<file path="config.mk">
export PLATFORM = sky130hd
export DESIGN_NAME = telemetry_packetizer_flat
export DESIGN_NICKNAME = d
export VERILOG_FILES = /design/src/rtl/telemetry_packetizer_if.sv /design/src/rtl/telemetry_packetizer.sv /design/src/flat_wrapper.sv
export SDC_FILE = /design/constraint.sdc
export NUM_CORES = 1
export LEC_CHECK = 0
export ABC_AREA = 1
export CAP_MARGIN = 20
export CORE_UTILIZATION = 51
export CTS_CLUSTER_SIZE = 25
export DETAILED_ROUTE_END_ITERATION = 8
export PLACE_DENSITY = 0.81
export SLEW_MARGIN = 20
export SYNTH_ARGS = -nofsm -noshare
export SYNTH_HDL_FRONTEND = slang
export SYNTH_SLANG_ARGS = --single-unit
</file>
<file path="constraint.sdc">
create_clock -name CLOCK_50 -period 1.6 [get_ports CLOCK_50]
set_input_delay 0.32 -clock CLOCK_50 [delete_from_list [all_inputs] [get_ports CLOCK_50]]
set_output_delay 0.32 -clock CLOCK_50 [all_outputs]
set_load 0.005 [all_outputs]
</file>
<file path="src/rtl/telemetry_packetizer_if.sv">
// Byte-wide UART handshake between the telemetry packetizer (master) and a transmitter (slave).
interface telemetry_packetizer_if;
   logic [7:0] tx_byte;
   logic       transmit;
   logic       is_transmitting;

   modport master (output tx_byte, output transmit, input is_transmitting);
   modport slave  (input tx_byte, input transmit, output is_transmitting);
endinterface

</file>
<file path="src/rtl/telemetry_packetizer.sv">
// Snapshots NUM_CH sensor channels on a manual or periodic trigger and streams them to a UART as
// SYNC, SEQ, LEN, payload (channel 0 first, MSB byte first), XOR checksum.
module telemetry_packetizer #(
   parameter int unsigned NUM_CH        = 7,
   parameter int unsigned DATA_W        = 10,
   parameter logic [7:0]  SYNC_BYTE     = 8'hA5,
   parameter bit          AUTO_MODE     = 1'b1,
   parameter int unsigned PERIOD_CYCLES = 5_000_000
) (
   input  logic                     CLOCK_50,
   input  logic                     reset,
   input  logic [NUM_CH*DATA_W-1:0] ch_data,
   input  logic                     sample,
   telemetry_packetizer_if.master   uart,
   output logic                     busy,
   output logic [7:0]               frame_count,
   output logic                     overrun
);
   localparam int unsigned Bpc      = (DATA_W + 7) / 8;
   localparam int unsigned LenBytes = NUM_CH * Bpc;
   localparam int unsigned PayW     = LenBytes * 8;
   localparam int unsigned CntW     = $clog2(PERIOD_CYCLES);
   localparam int unsigned IdxW     = 9;
   localparam logic [IdxW-1:0] ChkIdx  = IdxW'(LenBytes + 3);
   localparam logic [IdxW-1:0] DoneIdx = IdxW'(LenBytes + 4);

   if (LenBytes > 255) begin : g_len_check
      $error("NUM_CH*ceil(DATA_W/8) must not exceed 255");
   end
   if (PERIOD_CYCLES < 64) begin : g_period_check
      $error("PERIOD_CYCLES must be at least 64");
   end

   typedef enum logic [2:0] {StIdle, StLoad, StIssue, StWaitStart, StWaitDone} state_e;

   state_e              state_q, state_d;
   logic [CntW-1:0]     period_q;
   logic [IdxW-1:0]     idx_q, idx_d;
   logic [7:0]          chk_q, chk_d;
   logic [PayW-1:0]     pay_q, pay_d;
   logic [1:0]          wait_q, wait_d;
   logic [7:0]          tx_byte_q, tx_byte_d;
   logic                transmit_q, transmit_d;
   logic [7:0]          fc_q, fc_d;
   logic                overrun_q, overrun_d;
   logic                tick, trigger, byte_done;
   logic [PayW-1:0]     padded;
   logic [7:0]          cur_byte;

   assign tick    = (period_q == CntW'(PERIOD_CYCLES - 1));
   assign trigger = sample || (AUTO_MODE && tick);

   // Each channel gets a Bpc-byte slot; channel 0 sits at the top so payload leaves MSB-first.
   always_comb begin
      padded = '0;
      for (int k = 0; k < NUM_CH; k++) begin
         padded[(NUM_CH - 1 - k) * Bpc * 8 +: DATA_W] = ch_data[k * DATA_W +: DATA_W];
      end
   end

   always_comb begin
      if (idx_q == IdxW'(0))      cur_byte = SYNC_BYTE;
      else if (idx_q == IdxW'(1)) cur_byte = fc_q;
      else if (idx_q == IdxW'(2)) cur_byte = 8'(LenBytes);
      else if (idx_q == ChkIdx)   cur_byte = chk_q;
      else                        cur_byte = pay_q[PayW-1 -: 8];
   end

   always_comb begin
      state_d    = state_q;
      idx_d      = idx_q;
      chk_d      = chk_q;
      pay_d      = pay_q;
      wait_d     = wait_q;
      tx_byte_d  = tx_byte_q;
      transmit_d = 1'b0;
      fc_d       = fc_q;
      overrun_d  = overrun_q;
      byte_done  = 1'b0;
      if (trigger && state_q != StIdle) overrun_d = 1'b1;
      unique case (state_q)
         StIdle: begin
            if (trigger) begin
               pay_d   = padded;
               state_d = StLoad;
            end
         end
         StLoad: begin
            idx_d   = '0;
            chk_d   = '0;
            state_d = StIssue;
         end
         StIssue: begin
            if (!uart.is_transmitting) begin
               tx_byte_d  = cur_byte;
               transmit_d = 1'b1;
               idx_d      = idx_q + 1'b1;
               wait_d     = '0;
               if (idx_q != '0 && idx_q != ChkIdx) chk_d = chk_q ^ cur_byte;
               if (idx_q > IdxW'(2) && idx_q != ChkIdx) pay_d = pay_q << 8;
               state_d    = StWaitStart;
            end
         end
         StWaitStart: begin
            // A UART that never raises its busy flag is treated as having sent the byte.
            if (uart.is_transmitting) state_d = StWaitDone;
            else if (wait_q == 2'd3)  byte_done = 1'b1;
            else                      wait_d = wait_q + 1'b1;
         end
         StWaitDone: begin
            if (!uart.is_transmitting) byte_done = 1'b1;
         end
         default: state_d = StIdle;
      endcase
      if (byte_done) begin
         if (idx_q == DoneIdx) begin
            state_d = StIdle;
            fc_d    = fc_q + 1'b1;
         end else begin
            state_d = StIssue;
         end
      end
   end

   always_ff @(posedge CLOCK_50) begin
      if (reset) begin
         state_q    <= StIdle;
         period_q   <= '0;
         idx_q      <= '0;
         chk_q      <= '0;
         pay_q      <= '0;
         wait_q     <= '0;
         tx_byte_q  <= '0;
         transmit_q <= 1'b0;
         fc_q       <= '0;
         overrun_q  <= 1'b0;
      end else begin
         state_q    <= state_d;
         period_q   <= tick ? '0 : period_q + 1'b1;
         idx_q      <= idx_d;
         chk_q      <= chk_d;
         pay_q      <= pay_d;
         wait_q     <= wait_d;
         tx_byte_q  <= tx_byte_d;
         transmit_q <= transmit_d;
         fc_q       <= fc_d;
         overrun_q  <= overrun_d;
      end
   end

   assign uart.tx_byte  = tx_byte_q;
   assign uart.transmit = transmit_q;
   assign busy          = (state_q != StIdle);
   assign frame_count   = fc_q;
   assign overrun       = overrun_q;
endmodule

</file>
<file path="src/flat_wrapper.sv">
// flat-port wrapper written by rule: the top's interface ports become plain ports
module telemetry_packetizer_flat 
#(
   parameter int unsigned NUM_CH        = 7,
   parameter int unsigned DATA_W        = 10,
   parameter logic [7:0]  SYNC_BYTE     = 8'hA5,
   parameter bit          AUTO_MODE     = 1'b1,
   parameter int unsigned PERIOD_CYCLES = 5_000_000
)
  (CLOCK_50, reset, ch_data, sample, busy, frame_count, overrun, uart_tx_byte, uart_transmit, uart_is_transmitting);
  telemetry_packetizer_if uart_i ();
  input  logic CLOCK_50;
  input  logic reset;
  input  logic [NUM_CH*DATA_W-1:0] ch_data;
  input  logic sample;
  output logic busy;
  output logic [7:0] frame_count;
  output logic overrun;
  output wire logic [$bits(uart_i.tx_byte)-1:0] uart_tx_byte;
  output wire logic [$bits(uart_i.transmit)-1:0] uart_transmit;
  input wire logic [$bits(uart_i.is_transmitting)-1:0] uart_is_transmitting;
  assign uart_tx_byte = uart_i.tx_byte;
  assign uart_transmit = uart_i.transmit;
  assign uart_i.is_transmitting = uart_is_transmitting;
  telemetry_packetizer #(.NUM_CH(NUM_CH), .DATA_W(DATA_W), .SYNC_BYTE(SYNC_BYTE), .AUTO_MODE(AUTO_MODE), .PERIOD_CYCLES(PERIOD_CYCLES)) u_core (.CLOCK_50(CLOCK_50), .reset(reset), .ch_data(ch_data), .sample(sample), .uart(uart_i), .busy(busy), .frame_count(frame_count), .overrun(overrun));
endmodule
</file>
Word-level counts from Yosys, hierarchy flattened. Index checks and enable logic that the tools add are counted.

Equal/unequal tests: 21. Muxes and demuxes: 27. Bitwise logic cells: 3. $add $sub $neg: 4. Reductions and logical operators: 20. Order comparisons: 1.

Operators with widths (count): $mux W112 (3); $pmux W112 S2 (1); $mux W8 (6); $add A23 B1 Y23 const B (1); $eq A23 B23 Y1 const B (1); $eq A9 B5 Y1 const B (2); $pmux W9 S2 (1); $pmux W8 S2 (1); $pmux W3 S5 (1); $mux W3 (4); $reduce_and A4 Y1 (3); $add A9 B1 Y9 const B (1); $eq A9 B1 Y1 const B (1); $eq A9 B2 Y1 const B (1); $gt A9 B2 Y1 const B (1); $logic_not A9 Y1 (1); $mux W9 (1); $ne A9 B5 Y1 const B (1); $reduce_bool A9 Y1 (1); $add A8 B1 Y8 const B (1); $mux W2 (4); $ne A2 B1 Y1 const B (4); $xor A8 B8 Y8 (1); $eq A3 B2 Y1 const B (2); other kinds (19) (32).

Bits in registers: 175. Input port bits: 74. Output and inout port bits: 19. Word-level logic and storage cells: 86.

Longest topological paths before layout. Gate-level depths: netlist (run 1).

Depth in word-level cells: 9. Gate-level depth with buffers: 13. Gate-level depth less buffers: 12.

Worst setup path after synthesis (run 1). Ideal clock, no wire load.

Path type: register -> register. Start: reg u_core.idx_q[1]. End: reg u_core.chk_q[0]. Slack: -0.201 ns. Buffers on the path: 0. Period minus slack after synthesis: 1.801 ns. Cell stages (with the launch flop): 11. Required time: 1.485 ns. Arrival: 1.686 ns. Setup time: 0.115 ns. Cell sequence: dfxtp_1 > inv_1 > ha_1 > nand3_1 > nor2_2 > nor2_1 > o21ai_0 > o21bai_1 > nand3_1 > nand2_1 > nor2_1.

Word-level cells in the longest chain between the ends: 9. Elaborated cells between the ends (all ways): 17. Classes of those cells: eq/ne (5); mux (7); bitwise (1); reduce/logical (4).

RTL lines: start: declaration (RTL line telemetry_packetizer.sv:38) `logic [IdxW-1:0] idx_q, idx_d;`; start signal: assignment (RTL line telemetry_packetizer.sv:140) `idx_q <= idx_d;`; $eq A9 B5 Y1 (RTL line telemetry_packetizer.sv:65) `else if (idx_q == ChkIdx) cur_byte = chk_q;`; $mux W8 (RTL line telemetry_packetizer.sv:65); $mux W8 (RTL line telemetry_packetizer.sv:64) `else if (idx_q == IdxW'(2)) cur_byte = 8'(LenBytes);`; $mux W8 (RTL line telemetry_packetizer.sv:63) `else if (idx_q == IdxW'(1)) cur_byte = fc_q;`; $mux W8 (RTL line telemetry_packetizer.sv:62) `if (idx_q == IdxW'(0)) cur_byte = SYNC_BYTE;`; $xor A8 B8 Y8 (RTL line telemetry_packetizer.sv:99) `if (idx_q != '0 && idx_q != ChkIdx) chk_d = chk_q ^ cur_byte;`; $mux W8 (RTL line telemetry_packetizer.sv:99); $mux W8 (RTL line telemetry_packetizer.sv:94) `if (!uart.is_transmitting) begin`; $pmux W8 S2 (RTL line telemetry_packetizer.sv:81) `unique case (state_q)`; end signal: assignment (RTL line telemetry_packetizer.sv:141) `chk_q <= chk_d;`; end: declaration (RTL line telemetry_packetizer.sv:39) `logic [7:0] chk_q, chk_d;`.

Several ways; a longest one is shown, not always the timed one. The select of a mux whose other input is x is not followed. A chain may end at the register's enable or synchronous reset.

Worst setup path after layout (run 1).
Start: reg u_core.idx_q[0]. End: reg u_core.pay_q[86].

Word-level cells in the longest chain between the ends: 4. Elaborated cells between the ends (all ways): 5. Classes of those cells: order compare (1); eq/ne (2); reduce/logical (2).

RTL lines: $gt A9 B2 Y1 / $ne A9 B5 Y1 (equally long branches) (RTL line telemetry_packetizer.sv:100) `if (idx_q > IdxW'(2) && idx_q != ChkIdx) pay_d = pay_q << 8;`; $logic_and A1 B1 Y1 (*) (RTL line telemetry_packetizer.sv:100); $ne A2 B1 Y1 (no line) (*); $reduce_and A4 Y1 (no line) (*); end signal: assignment (RTL line telemetry_packetizer.sv:142) `pay_q <= pay_d;`; end: declaration (RTL line telemetry_packetizer.sv:40) `logic [PayW-1:0] pay_q, pay_d;`.

Mark *: on every way between the ends. The rest lies on a longest branch, timed or not.

==> reports/summary.txt, run 1 <==
GRT
---------------------------------------------------------------------------------
Largest net degree at the start of global routing                              71
Global-route usage over all layers                                          27.2%
Via count of the first global-routing pass                                   7943
First-pass GRT wire length                                                36.1 mm
Gr ovfl total                                                                   0
Number of antenna violations at the first check in global routing               0

PWR
---------------------------------------------------------------------------------
Combinational fraction of design power                                      39.2%
Cell-internal power                                                       10.6 mW
Flop pwr share                                                              35.1%
Reported net switching power                                              6.35 mW
Total power density per cell area                                     1470 nW/um2
Leakage Power                                                             5.20 nW
Fraction of power spent switching nets                                      37.3%
Clock power frac                                                            25.7%
Worst voltage drop across the vdd grid                                    1010 uV
Final Power                                                               17.0 mW

MIN PATH
---------------------------------------------------------------------------------
Hold crit path type                                                  register to register
Worst hold path stage count                                                     2
Startpoint of the worst hold path                                    u_core.overrun
Terminating pin of the worst hold path                               u_core.overrun

SYNTHESIS
---------------------------------------------------------------------------------
Syn Std Cell Area                                                        8140 um2
Share of synthesized flip-flops with an asynchronous set or reset              0%
Main combinational cell family by area after synthesis               simple AND/OR/NAND/NOR gates
Most used standard cell by instance count after synthesis                 nand2_1
Warning count from the yosys run                                                0
Synth Area in Compound Gates                                                16.3%
Count of cell types in the netlist                                             33
Adder-Cell Fraction of Synth Area                                           1.08%
Top cell types by occurrence after synthesis                         307 x nand2_1, 245 x nor2_1, 175 x dfxtp_1
Gate count of the mapped netlist                                             1195
Synth Area in Simple Gates                                                  31.1%
Flops & latches, synth                                                        175
Most used flip-flop cell after synthesis                                  dfxtp_1
Portion of synthesized cell area occupied by the leading cell type          43.0%
Portion of netlist area occupied by mux cells                                  0%
Total nets after synthesis                                                   1276
Largest area contributor in the netlist                                   dfxtp_1
Area contributors post-synth                                         dfxtp_1 43%, nand2_1 14%, nor2_1 11%
Number of synthesized flops with an enable pin                                  0
Post-Synthesis Mean Instance Area                                        6.81 um2
Sequential share of the synthesized area                                    43.0%
Post-synthesis share of cell area spent on xor and xnor gates               1.29%

TIMING
---------------------------------------------------------------------------------
Least-Margin Pin Slew                                                    0.441 ns
Clock skew after layout                                                0.00819 ns
Final hold violation count                                                      0
Final setup TNS                                                         -21.34 ns
Count of endpoints failing setup in the final report                          142
Highest clock frequency the design can meet                             0.531 GHz
Final setup slack of the worst path                                     -0.282 ns
Relative max-transition margin                                              70.6%
Final Cycle Share                                                            118%
Hold slack final                                                         0.474 ns
Final number of max-transition violations                                       0
Minimum clock period                                                      1.88 ns
RSZ-0062 raised after global routing                                         true

PLACE
---------------------------------------------------------------------------------
Post-DP Area                                                             9960 um2
Cell Count Post-Placement                                                    1534
Port Buffers                                                                   92
Detailed-placement wirelength estimate                                    13.0 mm
Worst slack after detailed placement                                    -0.377 ns
Placer congestion estimate                                                  0.867

FINISH
---------------------------------------------------------------------------------
Post-layout utilization of the core                                         75.2%
Area of the multi-input gates                                            4710 um2
Post-layout instance area                                               11600 um2
Final net count                                                              1447
Area taken by flip-flops and latches                                     3530 um2
Antenna fix cells                                                               0
Fill cell total of the finished layout                                       1047
Area growth from synthesis to layout                                        42.0%
Proportion of layout cells with a drive suffix above 1                      23.1%
Non-filler cells in the finished layout                                      1590

DETAILED ROUTING
---------------------------------------------------------------------------------
Count of nets left with antenna violations after detail routing                 0
Detailed-router iteration count before antenna repair                           6
Final WL                                                                  25.0 mm
Starting DRT DRC Count                                                        958
Via-per-instance ratio                                                       5.54
Average routed wire per standard cell                                     15.7 um
Vias post-DR                                                                 8807
DR DRC count                                                                    0

CTS
---------------------------------------------------------------------------------
Sink count of the clock tree                                                  175
Clock latency at the later pin of the worst-skew pair                     0.43 ns
Cell chosen for the clock root                                          clkbuf_16
Hold Buf Count CTS                                                              0
Number of buffers inserted during clock tree synthesis                         17
Clock tree from TritonCTS                                                   built
H-tree level count                                                              4
Register clock-pin slew on the reported worst setup and hold paths        0.07 ns
CTS max path bufs                                                               2

FLOORPLANNING
---------------------------------------------------------------------------------
Die Y-Extent                                                               128 um
Number of placement rows                                                       45
Die Width                                                                  128 um
Total die area                                                          16500 um2
Effective utilization at floorplan                                          53.0%
Ports                                                                          93
Core area                                                               15400 um2

WORST SETUP PATH
---------------------------------------------------------------------------------
Origin of the critical flop-to-flop path                             u_core.idx_q[0]
Worst path required time                                                  1.92 ns
Depth of the most critical reg-to-reg path                                     11
Endpoint type of the worst setup path                                    register
Kind of start point of the critical path                                 register
Kind of critical path                                                register to register
Top fanout value on the critical path                                          12
Critical path data arrival time                                           2.21 ns
Reg-to-Reg End                                                       u_core.pay_q[86]
Setup slack of the worst register-to-register path                       -0.28 ns

OUTCOME
---------------------------------------------------------------------------------
Status                                                               finished with violations
Failing checks                                                       setup timing

FLOW RUN
---------------------------------------------------------------------------------
MaxCap Viol Count                                                               0

## how the worst max path moves through the flow
stage / from / end / slack (ns) / cells after the start
floorplan: u_core.idx_q[0] / u_core.pay_q[24] / -0.02 / 11
global placement: uart_is_transmitting / u_core.pay_q[82] / -0.36 / 10
detailed placement: uart_is_transmitting / u_core.pay_q[67] / -0.38 / 10
CTS: u_core.period_q[1] / u_core.pay_q[57] / -0.15 / 13
global route: u_core.idx_q[0] / u_core.pay_q[86] / -0.31 / 11
finish: u_core.idx_q[0] / u_core.pay_q[86] / -0.28 / 11
## layer usage
layer	part of all wire, %	GRT usage, %	wire, um
met3	5.9	5.41	1480
met5	0	0	0
met2	49	46.5	12300
met1	41	34.0	10400
met4	3.6	9.97	910
## cells by family (layout without fill, tap and decap cells)
| family | after synthesis | count (layout) |
|---|---|---|
| AO/OA/AOI/OAI | 234 | 235 |
| XOR/XNOR | 12 | 12 |
| flip-flops | 175 | 175 |
| AND/OR/NAND/NOR | 633 | 633 |
| adder cells (fa/ha/maj) | 7 | 7 |
| buffers and inverters | 134 | 317 |
## worst max-delay path: stages (launching register included)
cell and delay [ns]:
dfxtp_4 0.39, inv_4 0.05, ha_4 0.17, nand3_4 0.09, nor2_4 0.05, nor3_2 0.26
nand2_4 0.14, nand2_8 0.13, inv_4 0.09, clkbuf_16 0.19, nor2_1 0.14, nor2_1 0.07
## power groups by stage
stage | registers (mW) | logic, mW | clock network [mW]
global placement | 5.91 | 5.08 | 0
CTS | 5.87 | 5.57 | 4.37
global route | 6.05 | 7.30 | 4.56
detailed placement | 5.93 | 5.19 | 0
finish | 5.96 | 6.67 | 4.36
floorplan | 5.82 | 3.62 | 0
## sequential cells by signal, summed over array words and instances (netlist names)
name	cells
u_core.uart.transmit	1
u_core.chk_q	8
u_core.uart.tx_byte	8
u_core.period_q	23
u_core.pay_q	112
u_core.wait_q	2
u_core.state_q	3
u_core.idx_q	9
u_core.frame_count	8
u_core.overrun	1
## placed cells by master (no fill, tap or decap), types with 5 or more instances in the layout
cell,instances
nand3_2,11
dfxtp_1,158
dlygate4sd2_1,7
o21ai_2,5
buf_12,13
or2_2,5
xnor2_1,5
o21ai_0,53
nor3_2,8
nand3_1,20
nand2_4,12
nor2_1,203
buf_4,93
nand4_1,11
nor3_1,8
xor2_1,7
o21bai_1,5
buf_6,13
nand2_2,21
clkdlybuf4s50_1,83
dfxtp_2,13
o21ai_1,73
nor2_4,12
inv_1,56
nand3_4,5
nor2_2,32
a21oi_2,6
inv_2,9
a21oi_1,34
nand2_1,276
a22oi_1,48
clkbuf_16,21
## layout make-up
class                      instances  area share [%]
multi-input combinational        887            40.8
inverter                          68            2.27
timing repair buffer             217            18.8
tap                              211            2.28
sequential                       175            30.6
clock inverter                    11            1.34
clock buffer                      21            3.98
## repair_timing
item | in CTS | in global routing
gates cloned | 1 | 7
setup endpoints to repair | 151 | 177
resized for setup | 79 | 166
pin swaps | 17 | 44
buffers inserted | 5 | 11
Power figures use the tool's default switching activity.
==> run 2, diff against run 1 <==
- CAP_MARGIN: 20 -> 40
- CORE_ASPECT_RATIO: default -> 0.7
==> run 2 against run 1 <==
- the run still ends with setup timing left
- clock-buffer cell count shrank 3
- first-iteration DRC count grew 40%
- sequential share of layout area shrank 2.4 points
- via count grew 15%
- non-clock buffer count grew 34
- highest routed layer is now met5
==> reports/summary.txt, run 2 (same netlist as run 1, synthesis figures left out) <==
GRT
---------------------------------------------------------------------------------
Via count of the first global-routing pass                                   8454
Global-route usage over all layers                                          30.4%
Number of antenna violations at the first check in global routing               3
Largest net degree at the start of global routing                              71
Gr ovfl total                                                                   0
First-pass GRT wire length                                                40.4 mm

WORST SETUP PATH
---------------------------------------------------------------------------------
Worst Setup SP                                                       u_core.idx_q[3]
Critical Path, Cell by Cell                                          nor2_4, buf_6, nand3_4, nor2_4, nor3_4, nand2_4, nand2_8, buf_12, inv_12, buf_8, nor2_2, nor2_1
Number of buffers and inverters on the critical path                            4
Critical path's largest stage delay                                       0.36 ns
Crit path top cell by count                                                nor2_4
Top fanout value on the critical path                                           8
Critical path data arrival time                                           2.62 ns
Endpoint type of the worst setup path                                    register
Kind of start point of the critical path                                 register
Origin of the critical flop-to-flop path                             u_core.idx_q[3]
Worst-path cell with the longest stage delay                               nor2_1
Kind of critical path                                                register to register
Dominant delay contributor by cell family on the critical path       simple AND/OR/NAND/NOR gates
Worst path required time                                                  1.91 ns

TIMING
---------------------------------------------------------------------------------
Final number of max-transition violations                                       0
Final hold violation count                                                      0
RSZ-0062 raised after global routing                                         true
Least-Margin Pin Slew                                                    0.536 ns
Highest clock frequency the design can meet                             0.434 GHz
Clock skew after layout                                                 0.0125 ns
Final setup slack of the worst path                                     -0.706 ns
Count of endpoints failing setup in the final report                          150
Minimum clock period                                                      2.31 ns
Final Cycle Share                                                            144%
Relative max-transition margin                                              64.2%

FLOW RUN
---------------------------------------------------------------------------------
MaxCap Viol Count                                                               0

PWR
---------------------------------------------------------------------------------
Final Power                                                               19.1 mW
Clock power frac                                                            21.9%
Total power density per cell area                                     1520 nW/um2
Reported net switching power                                              8.09 mW
Cell-internal power                                                       11.0 mW
Leakage Power                                                             5.66 nW
Flop pwr share                                                              32.3%
Fraction of power spent switching nets                                      42.4%
Worst voltage drop across the vdd grid                                     976 uV
Combinational fraction of design power                                      45.9%

FLOORPLANNING
---------------------------------------------------------------------------------
Number of placement rows                                                       38
Core area                                                               15500 um2
Effective utilization at floorplan                                          52.3%
Die Y-Extent                                                               108 um
Total die area                                                          16500 um2
Die Width                                                                  153 um
Ports                                                                          93

MIN PATH
---------------------------------------------------------------------------------
Startpoint of the worst hold path                                    u_core.overrun
Hold crit path type                                                  register to register

FINISH
---------------------------------------------------------------------------------
Area growth from synthesis to layout                                        54.7%
Post-layout utilization of the core                                         81.0%
Non-filler cells in the finished layout                                      1615
Proportion of layout cells with a drive suffix above 1                      32.6%
Most flops, register                                                 u_core.pay_q
Largest register FFs                                                          112
Top flop regs                                                        u_core.pay_q x112, u_core.period_q x23, u_core.idx_q x9
Most common cell after layout, fill and taps aside                        nand2_1
Final net count                                                              1481
Leading cell types in the layout, fill and taps excluded             269 x nand2_1, 163 x nor2_1, 154 x dfxtp_1, 99 x buf_4, 79 x o21ai_1

DETAILED ROUTING
---------------------------------------------------------------------------------
DR DRC count                                                                    0
Average routed wire per standard cell                                     21.9 um
Starting DRT DRC Count                                                       1338
Final WL                                                                  35.4 mm
Vias post-DR                                                                10200
Count of nets left with antenna violations after detail routing                 0
Via-per-instance ratio                                                       6.29
Detailed-router iteration count before antenna repair                           7

CTS
---------------------------------------------------------------------------------
H-tree level count                                                              4
Number of buffers inserted during clock tree synthesis                         17
Register clock-pin slew on the reported worst setup and hold paths        0.08 ns
Sink count of the clock tree                                                  175
CTS max path bufs                                                               2
Hold Buf Count CTS                                                              0
Clock tree from TritonCTS                                                   built
Clock latency at the later pin of the worst-skew pair                     0.45 ns
Cell chosen for the clock root                                          clkbuf_16

OUTCOME
---------------------------------------------------------------------------------
Status                                                               finished with violations
Failing checks                                                       setup timing

PLACE
---------------------------------------------------------------------------------
Port Buffers                                                                   92
Detailed-placement wirelength estimate                                    14.2 mm
Cell Count Post-Placement                                                    1538
Placer congestion estimate                                                  0.859

-- run 2: cell count changes in the layout (fill, tap and decap cells not counted), moves of 9 or more --
| cell | delta |
|---|---|
| nor2_4 | +17 |
| o21ai_2 | +13 |
| o21ai_0 | -19 |
| nand2_4 | +9 |
| nor2_1 | -40 |
| buf_6 | +17 |
| a22oi_2 | +23 |
| a22oi_1 | -23 |
| nor2_2 | +23 |
-- run 2: repair_timing --
item | 4_1_cts | 5_1_grt
pin swaps | 31 | 90
gates cloned | 4 | 14
gates resized for setup | 140 | 317
setup endpoints to repair | 154 | 180
setup buffers | 16 | 12
-- run 2: final cells by class --
type	instances	area, um2
Fill cell	819	2960
Tap cell	200	250
Inverter	68	287
Clock buffer	18	439
Antenna cell	2	5.00
Clock inverter	14	128
Multi-Input combinational cell	887	5260
Sequential cell	175	3550
Timing Repair Buffer	251	2670
-- run 2: final timing paths --
check	to	slack (ns)	cells past startpoint
worst min-delay path	u_core.overrun	0.48	2
worst max-delay path	u_core.pay_q[99]	-0.71	12
worst min register to register	u_core.overrun	0.48	2
worst max register to register	u_core.pay_q[99]	-0.71	12
-- run 2: per-stage QoR --
step | setup TNS [ns] | area [um2] | worst slack, ns | hold slack [ns]
6_report | -48.74 | 12600 | -0.706 | 0.477
5_1_grt | -57.38 | 12600 | -0.743 | 0.507
4_1_cts | -19.60 | 11200 | -0.185 | 0.470
3_5_place_dp | -48.54 | 10000 | -0.409 | 0.457
3_3_place_gp | -44.92 | 10000 | -0.380 | 0.443
2_1_floorplan | -1.29 | 8200 | -0.0242 | 0.391
-- run 2: power groups by stage --
stage / clock [mW] / combinational [mW] / sequential (mW)
after floorplan: 0 / 3.62 / 5.82
final: 4.17 / 8.75 / 6.15
after CTS: 4.03 / 6.21 / 5.88
after global routing: 4.30 / 9.17 / 6.19
after global placement: 0 / 5.21 / 5.92
after detailed placement: 0 / 5.33 / 5.93
-- run 2: tightest hold or removal path, delay by kind of cell (launching register included) --
family	cells	cell delay, ns
simple gates	1	0.07
flops	1	0.33
compound gates	1	0.04
-- run 2: layer usage --
layer  GRT usage [%]  vias up  wire length [um]
met4            12.9        4              2940
met2            51.0      875             15900
li1                -     4292                 -
met3            6.36      300              3990
met1            38.2     4690             12600
met5               0        -                23
